$ cat src/rtl/stopwatch_ctrl.sv
// Stopwatch controller: debounced start/lap buttons, IDLE/RUN/PAUSE control,
// hundredth-second prescaler and a 4-digit BCD count with a lap freeze register.
module stopwatch_ctrl #(
    parameter int DEB_MS = 8,
    parameter int TDIV   = 10
) (
    input  logic        clk,
    input  logic        clr,
    input  logic        ce1ms,
    input  logic        btn_start,
    input  logic        btn_lap,
    output logic [15:0] dat,
    output logic        run,
    output logic        hold,
    output logic        ce_cs,
    output logic        ovf
);

    localparam logic [1:0] ST_IDLE  = 2'd0;
    localparam logic [1:0] ST_RUN   = 2'd1;
    localparam logic [1:0] ST_PAUSE = 2'd2;

    localparam logic [7:0] DEB_LAST  = 8'(DEB_MS - 1);
    localparam logic [7:0] TDIV_LAST = 8'(TDIV - 1);

    logic [1:0]  w_btn_raw;
    logic [1:0]  w_press;
    logic        w_start_p;
    logic        w_lap_p;
    logic        w_tick_cs;
    logic [15:0] w_cnt_inc;
    logic        w_carry;

    logic [1:0]  r_state;
    logic [7:0]  r_presc;
    logic [15:0] r_cnt;
    logic [15:0] r_lap;
    logic [15:0] r_dat;
    logic        r_hold;
    logic        r_ce_cs;
    logic        r_ovf;

    assign w_btn_raw = {btn_lap, btn_start};

    genvar gi;
    generate
        for (gi = 0; gi < 2; gi++) begin : g_deb
            logic       r_sync1;
            logic       r_sync2;
            logic       r_lvl;
            logic       r_lvl_d;
            logic [7:0] r_stab;

            // r_stab counts consecutive sampled ticks that disagree with r_lvl
            always_ff @(posedge clk) begin
                if (clr) begin
                    r_sync1 <= 1'b0;
                    r_sync2 <= 1'b0;
                    r_lvl   <= 1'b0;
                    r_lvl_d <= 1'b0;
                    r_stab  <= 8'd0;
                end else begin
                    r_sync1 <= w_btn_raw[gi];
                    r_sync2 <= r_sync1;
                    r_lvl_d <= r_lvl;
                    if (ce1ms) begin
                        if (r_sync2 != r_lvl) begin
                            if (r_stab == DEB_LAST) begin
                                r_lvl  <= r_sync2;
                                r_stab <= 8'd0;
                            end else begin
                                r_stab <= r_stab + 8'd1;
                            end
                        end else begin
                            r_stab <= 8'd0;
                        end
                    end
                end
            end

            assign w_press[gi] = r_lvl & ~r_lvl_d;
        end
    endgenerate

    assign w_start_p = w_press[0];
    assign w_lap_p   = w_press[1];
    assign w_tick_cs = (r_state == ST_RUN) && ce1ms && (r_presc == TDIV_LAST);

    always_comb begin
        w_cnt_inc = r_cnt;
        w_carry   = 1'b1;
        for (int i = 0; i < 4; i++) begin
            if (w_carry) begin
                if (r_cnt[4*i +: 4] >= 4'd9) begin
                    w_cnt_inc[4*i +: 4] = 4'd0;
                end else begin
                    w_cnt_inc[4*i +: 4] = r_cnt[4*i +: 4] + 4'd1;
                    w_carry             = 1'b0;
                end
            end
        end
    end

    always_ff @(posedge clk) begin
        if (clr) begin
            r_state <= ST_IDLE;
            r_presc <= 8'd0;
            r_cnt   <= 16'h0000;
            r_lap   <= 16'h0000;
            r_dat   <= 16'h0000;
            r_hold  <= 1'b0;
            r_ce_cs <= 1'b0;
            r_ovf   <= 1'b0;
        end else begin
            r_ce_cs <= 1'b0;
            r_ovf   <= 1'b0;
            r_dat   <= r_hold ? r_lap : r_cnt;

            if ((r_state == ST_RUN) && ce1ms) begin
                r_presc <= (r_presc == TDIV_LAST) ? 8'd0 : r_presc + 8'd1;
            end
            if (w_tick_cs) begin
                r_cnt   <= w_cnt_inc;
                r_ce_cs <= 1'b1;
                r_ovf   <= w_carry;
            end

            // start wins over a coincident lap press
            case (r_state)
                ST_IDLE: begin
                    if (w_start_p) r_state <= ST_RUN;
                end
                ST_RUN: begin
                    if (w_start_p) begin
                        r_state <= ST_PAUSE;
                    end else if (w_lap_p) begin
                        r_hold <= ~r_hold;
                        if (!r_hold) r_lap <= r_cnt;
                    end
                end
                ST_PAUSE: begin
                    if (w_start_p) begin
                        r_state <= ST_RUN;
                    end else if (w_lap_p) begin
                        r_state <= ST_IDLE;
                        r_cnt   <= 16'h0000;
                        r_presc <= 8'd0;
                        r_hold  <= 1'b0;
                    end
                end
                default: r_state <= ST_IDLE;
            endcase
        end
    end

    assign dat   = r_dat;
    assign run   = (r_state == ST_RUN);
    assign hold  = r_hold;
    assign ce_cs = r_ce_cs;
    assign ovf   = r_ovf;

endmodule

$ cat config.mk
export PLATFORM = sky130hd
export DESIGN_NAME = stopwatch_ctrl
export DESIGN_NICKNAME = d
export VERILOG_FILES = /design/src/rtl/stopwatch_ctrl.sv
export SDC_FILE = /design/constraint.sdc
export NUM_CORES = 1
export LEC_CHECK = 0
export ABC_AREA = 1
export BUFFER_PORTS_ARGS = -buffer_cell sky130_fd_sc_hd__buf_4
export CORE_MARGIN = 1.5
export CORE_UTILIZATION = 30
export DETAILED_ROUTE_END_ITERATION = 12
export GPL_ROUTABILITY_DRIVEN = 1
export PLACE_DENSITY = 0.5
export SETUP_SLACK_MARGIN = 0.15
export SYNTH_ARGS = -nofsm -noshare
export SYNTH_HDL_FRONTEND = slang
export SYNTH_SLANG_ARGS = --single-unit
$ cat constraint.sdc
create_clock -name clk -period 2.1 [get_ports clk]
set_input_delay 0.105 -clock clk [delete_from_list [all_inputs] [get_ports clk]]
set_output_delay 0.105 -clock clk [all_outputs]
set_load 0.02 [all_outputs]
**Word level (Yosys, flattened, before mapping)**

Cells that the tools add are included.

- Bits in registers: 85
- Input bits: 5
- Output and inout port bits: 20
- Logic and storage cells: 99

- Add/sub/neg operators: 7
- Order comparisons: 4
- Equality and inequality tests: 14
- Muxes and demuxes: 38
- Bitwise logic cells: 8
- Reduce and logical (&&, ||, !) cells: 10

Operators by type and width:

| operator | number |
|---|---|
| $mux W16 | 5 |
| $mux W8 | 9 |
| $mux W4 | 7 |
| $add A8 B1 Y8 const B | 3 |
| $add A4 B1 Y4 const B | 4 |
| $eq A8 B3 Y1 const B | 2 |
| $ge A4 B4 Y1 const B | 4 |
| $reduce_and A3 Y1 | 4 |
| $mux W1 | 11 |
| $eq A8 B4 Y1 const B | 1 |
| $mux W2 | 4 |
| $ne A2 B2 Y1 const B | 4 |
| $not A1 Y1 | 6 |
| $pmux W2 S3 | 1 |
| $reduce_and A5 Y1 | 1 |
| $ne A2 B1 Y1 const B | 2 |
| $ne A3 B3 Y1 const B | 1 |
| $reduce_or A3 Y1 | 1 |
| $and A1 B1 Y1 | 2 |
| $eq A2 B1 Y1 const B | 1 |
| $eq A2 B2 Y1 const B | 1 |
| $logic_and A1 B1 Y1 | 2 |
| $logic_not A2 Y1 | 1 |
| $ne A1 B1 Y1 | 2 |
| other kinds (2) | 2 |

**Longest topological paths before layout**

- Word-level depth: 9
- Depth in mapped cells: 11
- Depth with buffers taken out: 11

**Worst setup path after synthesis**

OpenSTA, ideal clock, no wires.

- Path kind: register to register
- Start point: register r_state[1]
- End point: register r_cnt[15]
- Setup time: 109 ps
- Arrival time: 1,566 ps
- Setup slack: 425 ps
- Cell stages (with the launch flop): 12
- Path through: dfxtp_1 inv_1 ha_1 nand2_2 inv_2 nand3_2 nor2_4 nand2_4 nand2_4 nand2_1 nand2_1 inv_1

- Word-level cells in the longest chain between the ends: 7
- Elaborated cells on any way between the ends: 8

Ends and longest elaborated chain:

| element | RTL line | source |
|---|---|---|
| start, declared | 34 | `logic [1:0] r_state;` |
| start signal, assigned | 106 | `r_state <= ST_IDLE;` |
| start signal, assigned | 131 | `if (w_start_p) r_state <= ST_RUN;` |
| start signal, assigned | 135 | `r_state <= ST_PAUSE;` |
| $eq A2 B1 Y1 (*) | - |  |
| net run | 13 | `output logic run,` |
| $logic_and A1 B1 Y1 (*) (2 in a row) | 87 | `assign w_tick_cs = (r_state == ST_RUN) && ce1ms && (r_presc == TDIV_LAST);` |
| $mux W16 (*) | 122 | `if (w_tick_cs) begin` |
| $mux W16 | 144 | `end else if (w_lap_p) begin` |
| $mux W16 | 142 | `if (w_start_p) begin` |
| $mux W16 (*) | 129 | `case (r_state)` |
| end signal, assigned | 123 | `r_cnt <= w_cnt_inc;` |
| end, declared | 36 | `logic [15:0] r_cnt;` |

The timed path passes the listed nets; every way through them passes the cells marked *.
A chain may end at the register's enable or synchronous reset.

**Worst setup path in the final report**

- Start point: register r_cnt[0]
- End point: register r_cnt[15]

- Word-level cells in the longest chain between the ends: 9

Ends and longest elaborated chain:

| element | RTL line | source |
|---|---|---|
| $ge A4 B4 Y1 (*) | 94 | `if (r_cnt[4*i +: 4] >= 4'd9) begin` |
| $mux W1 (*) | 94 |  |
| $mux W1 (*) (2 in a row) | 93 | `if (w_carry) begin` |
| $mux W4 (*) | 93 |  |
| $mux W16 (*) | 122 |  |
| $mux W16 | 144 |  |
| $mux W16 | 142 |  |
| $mux W16 (*) | 129 |  |

Every way passes the cells marked *; elsewhere a longest branch is shown, timed or not.

==> reports/metrics.csv <==
stage,metric,value,unit
route,Final ANT Viol Nets,0,
timing,"Slew Viols, Final",0,
route,final wirelength,7383,µm
timing,Hold Fails Final Rpt,0,
place,Placed Cells,654,
cells_and_area,Final nets,525,
min_path,HP Start,ce1ms,
grt,Tot GR Track Use,12.55,%
clocking,Num CTS Buffers,9,
pwr,pwr/cell area,924.2,nW/µm²
cells_and_area,Synth-to-Final Area Change,18.48,%
logic_synthesis,top_reg_cell synth,dfxtp_1,
timing,RSZ-0062 raised after global routing,false,
route,DR iter-0 viols,100,
min_path,Hold Path Stages,2,
logic_synthesis,synthesized flop and latch total,85,
cells_and_area,ratio of cells with drive above 1 in the final layout,11.90,%
cells_and_area,Final Instance Count excl. Fillers,672,
pwr,Worst VDD drop,528.0,µV
grt,antenna violations before repair,0,
setup_path,R2R depth,10,
grt,grt total ovfl,0,
grt,first-pass GRT wire length,13030,µm
min_path,WHS Endpoint,g_deb[0].r_stab[3]$_SDFFE_PP0P_,
logic_synthesis,Post-Syn Instances,471,
min_path,HP Class,in2reg,
setup_path,CP Capture Type,flop,
setup_path,crit-path max FO,6,
logic_synthesis,"Net Count, Synth",497,
setup_path,critical path required time,2330,ps
setup_path,reg2reg end,r_cnt[15]$_SDFF_PP0_,
floorplanning,Die Ht,114.2,µm
logic_synthesis,Synth warnings,0,
logic_synthesis,"EDFF count, synth",0,
route,DR vias/cell,4.424,
setup_path,CP startpoint kind,flop,
setup_path,slowest cell delay on critical path,400,ps
clocking,clock root buffer master,clkbuf_16,
setup_path,Setup CP Type,reg2reg,
clocking,clock-pin slew on the worst setup and hold paths,60,ps
clocking,Worst-Skew Late Latency,340,ps
timing,Worst slew margin,72.31,%
outcome,outcome,"complete, no violations",
cells_and_area,fillcell total,1276,
timing,Final TNS setup,0,ps
grt,largest net degree at the start of global routing,34,
place,pre-CTS setup slack,304.8,ps
floorplanning,initial core utilization,30.76,%
pwr,Leak,1.839,nW
timing,slew at the pin with the worst max-slew slack,414.9,ps
grt,number of global-route vias before repair,2899,
setup_path,reg2reg setup slack,390,ps
route,TritonRoute pass-1 iters,4,
timing,Tcrit/Tclk final,81.61,%
floorplanning,Die Area,13040,µm²
clocking,Max Buffers Root-to-Sink,2,
place,Port Buffers,24,
timing,fmax,0.5835,GHz
route,vias,2973,
cells_and_area,most frequent cells in the layout,"dfxtp_1 (85), nor2_1 (82), nand2_1 (73)",
place,Post-DP HPWL,5301,µm
job,number of max-cap violations,0,
cells_and_area,"commonest non-fill, non-tap cell in the layout",dfxtp_1,
cells_and_area,ANT cells,0,
clocking,CTS sink cnt,85,
floorplanning,core area,12060,µm²
timing,min cycle time layout,1714,ps
setup_path,"Data arrival, critical path",1950,ps
logic_synthesis,average size of a mapped cell,7.876,µm²
timing,post-layout worst setup margin,386.2,ps
logic_synthesis,Netlist cell types,34,
clocking,TritonCTS clock tree,built,
timing,clock skew,9.584,ps
place,Routability Congestion,0.8478,
timing,setup violators final,0,
logic_synthesis,post-synthesis sequential area ratio,45.87,%
floorplanning,Die W,114.2,µm
clocking,H-Tree Depth,3,
setup_path,"critical path, cell by cell",inv_1 -> ha_1 -> a21oi_1 -> nand3_2 -> nor2_4 -> nand2_4 -> nand2_4 -> nand2_1 -> nand2_1 -> inv_1,
route,DR WL/cell,10.99,µm
route,DRC viols,0,
floorplanning,# rows,40,
logic_synthesis,Synth Cell Area,3710,µm²
setup_path,Worst path slowest cell,dfxtp_1,
logic_synthesis,share of flip-flops with an asynchronous set or reset,0,%
setup_path,FF-to-FF Start,r_cnt[0]$_SDFF_PP0_,
floorplanning,io pins,25,
-- critical path, delay by kind of cell (launching register included) --
family	cells	cell delay, ps
buffers and inverters	2	130
flip-flops	1	400
adder cells (fa/ha/maj)	1	200
AO/OA/AOI/OAI	1	210
AND/OR/NAND/NOR	6	670
-- per-layer routing --
layer	vias to the layer above	track usage (%)	part of all wire, %
met2	36	20.84	46
met4	0	5.083	1.8
met5	-	0	0
li1	1591	-	-
met3	12	3.917	3.8
met1	1334	15.12	49
-- state kept, by name, summed over array words and instances, names as in the netlist --
signal / count
ce_cs: 1
ovf: 1
g_deb.r_stab: 16
hold: 1
r_lap: 16
g_deb.r_sync1: 2
g_deb.r_sync2: 2
r_state: 2
dat: 16
g_deb.r_lvl: 2
r_presc: 8
g_deb.r_lvl_d: 2
r_cnt: 16
-- how the worst max path moves through the flow --
stage                                  startpoint                    end  slack [ps]  depth (start not counted)
after floorplan           r_state[1]$_SDFFE_PP0P_   r_cnt[15]$_SDFF_PP0_         430                         11
after global placement    r_state[1]$_SDFFE_PP0P_   r_cnt[15]$_SDFF_PP0_         430                         11
after detailed placement  r_state[1]$_SDFFE_PP0P_  r_presc[1]$_SDFF_PP0_         300                          9
after CTS                 r_state[1]$_SDFFE_PP0P_  r_presc[1]$_SDFF_PP0_         310                          9
after global routing          r_cnt[0]$_SDFF_PP0_   r_cnt[15]$_SDFF_PP0_         170                         10
final                         r_cnt[0]$_SDFF_PP0_   r_cnt[15]$_SDFF_PP0_         390                         10
-- kinds of logic after synthesis --
kind of cell	after synthesis	synth area share, %
adder cells (fa/ha/maj)	21	7.083
XOR/XNOR	7	1.653
buffers and inverters	66	6.745
flip-flops	85	45.87
AND/OR/NAND/NOR	213	25.70
AO/OA/AOI/OAI	79	12.95
-- metrics by stage --
| step | util [%] | hold WS, ps | instance area (µm²) | power, W |
|---|---|---|---|---|
| floorplan | - | 212.0 | 3710 | 0.002268 |
| global placement | 33.82 | 314.7 | 4079 | 0.002519 |
| detailed placement | 33.82 | 323.1 | 4079 | 0.002524 |
| CTS | 36.42 | 89.31 | 4393 | 0.004124 |
| global route | 36.44 | 105.5 | 4395 | 0.004290 |
| finish | 36.44 | 92.15 | 4395 | 0.004062 |
-- where the power goes --
group	switching, W	total [W]	internal [W]
registers	0.0000554	0.00177	0.00172
clock network	0.000625	0.00158	0.000950
logic	0.000467	0.000716	0.000249
-- layout make-up --
| type | count | area (µm²) | share of cell area [%] |
|---|---|---|---|
| Clock inverter | 4 | 47.55 | 1.082 |
| Clock buffer | 12 | 246.5 | 5.608 |
| Inverter | 53 | 198.9 | 4.526 |
| Timing Repair Buffer | 30 | 230.2 | 5.238 |
| Multi-Input combinational cell | 320 | 1760 | 40.05 |
| Sequential cell | 85 | 1702 | 38.71 |
| Tap cell | 168 | 210.2 | 4.782 |
-- synthesized netlist by cell type (2+ instances only) --
master | instances | share of area [%]
dfxtp_1 | 85 | 46
nor3_1 | 11 | 1.5
inv_1 | 52 | 5.3
a21oi_1 | 24 | 3.2
buf_1 | 3 | 0.30
nor3b_1 | 3 | 0.61
nand3_2 | 2 | 0.54
buf_2 | 2 | 0.27
nand3_1 | 20 | 2.7
nor2_4 | 3 | 0.91
nand4_1 | 7 | 1.2
a211oi_1 | 21 | 4.2
nand2_4 | 4 | 1.2
nor2_1 | 82 | 8.3
nand2_1 | 73 | 7.4
clkbuf_1 | 8 | 0.81
ha_1 | 21 | 7.1
o21ai_0 | 26 | 3.5
a31oi_1 | 2 | 0.34
xor2_1 | 6 | 1.4
or2_2 | 3 | 0.51
-- what timing repair did --
| item | in CTS | in global routing |
|---|---|---|
| hold endpoints to repair | 2 | 0 |
| hold buffers | 2 | 0 |
| buffers inserted | 0 | 0 |
| endpoints found under the setup margin | 0 | 3 |
| resized for setup | 0 | 1 |
Note: power is estimated with default switching activity, not from simulation.
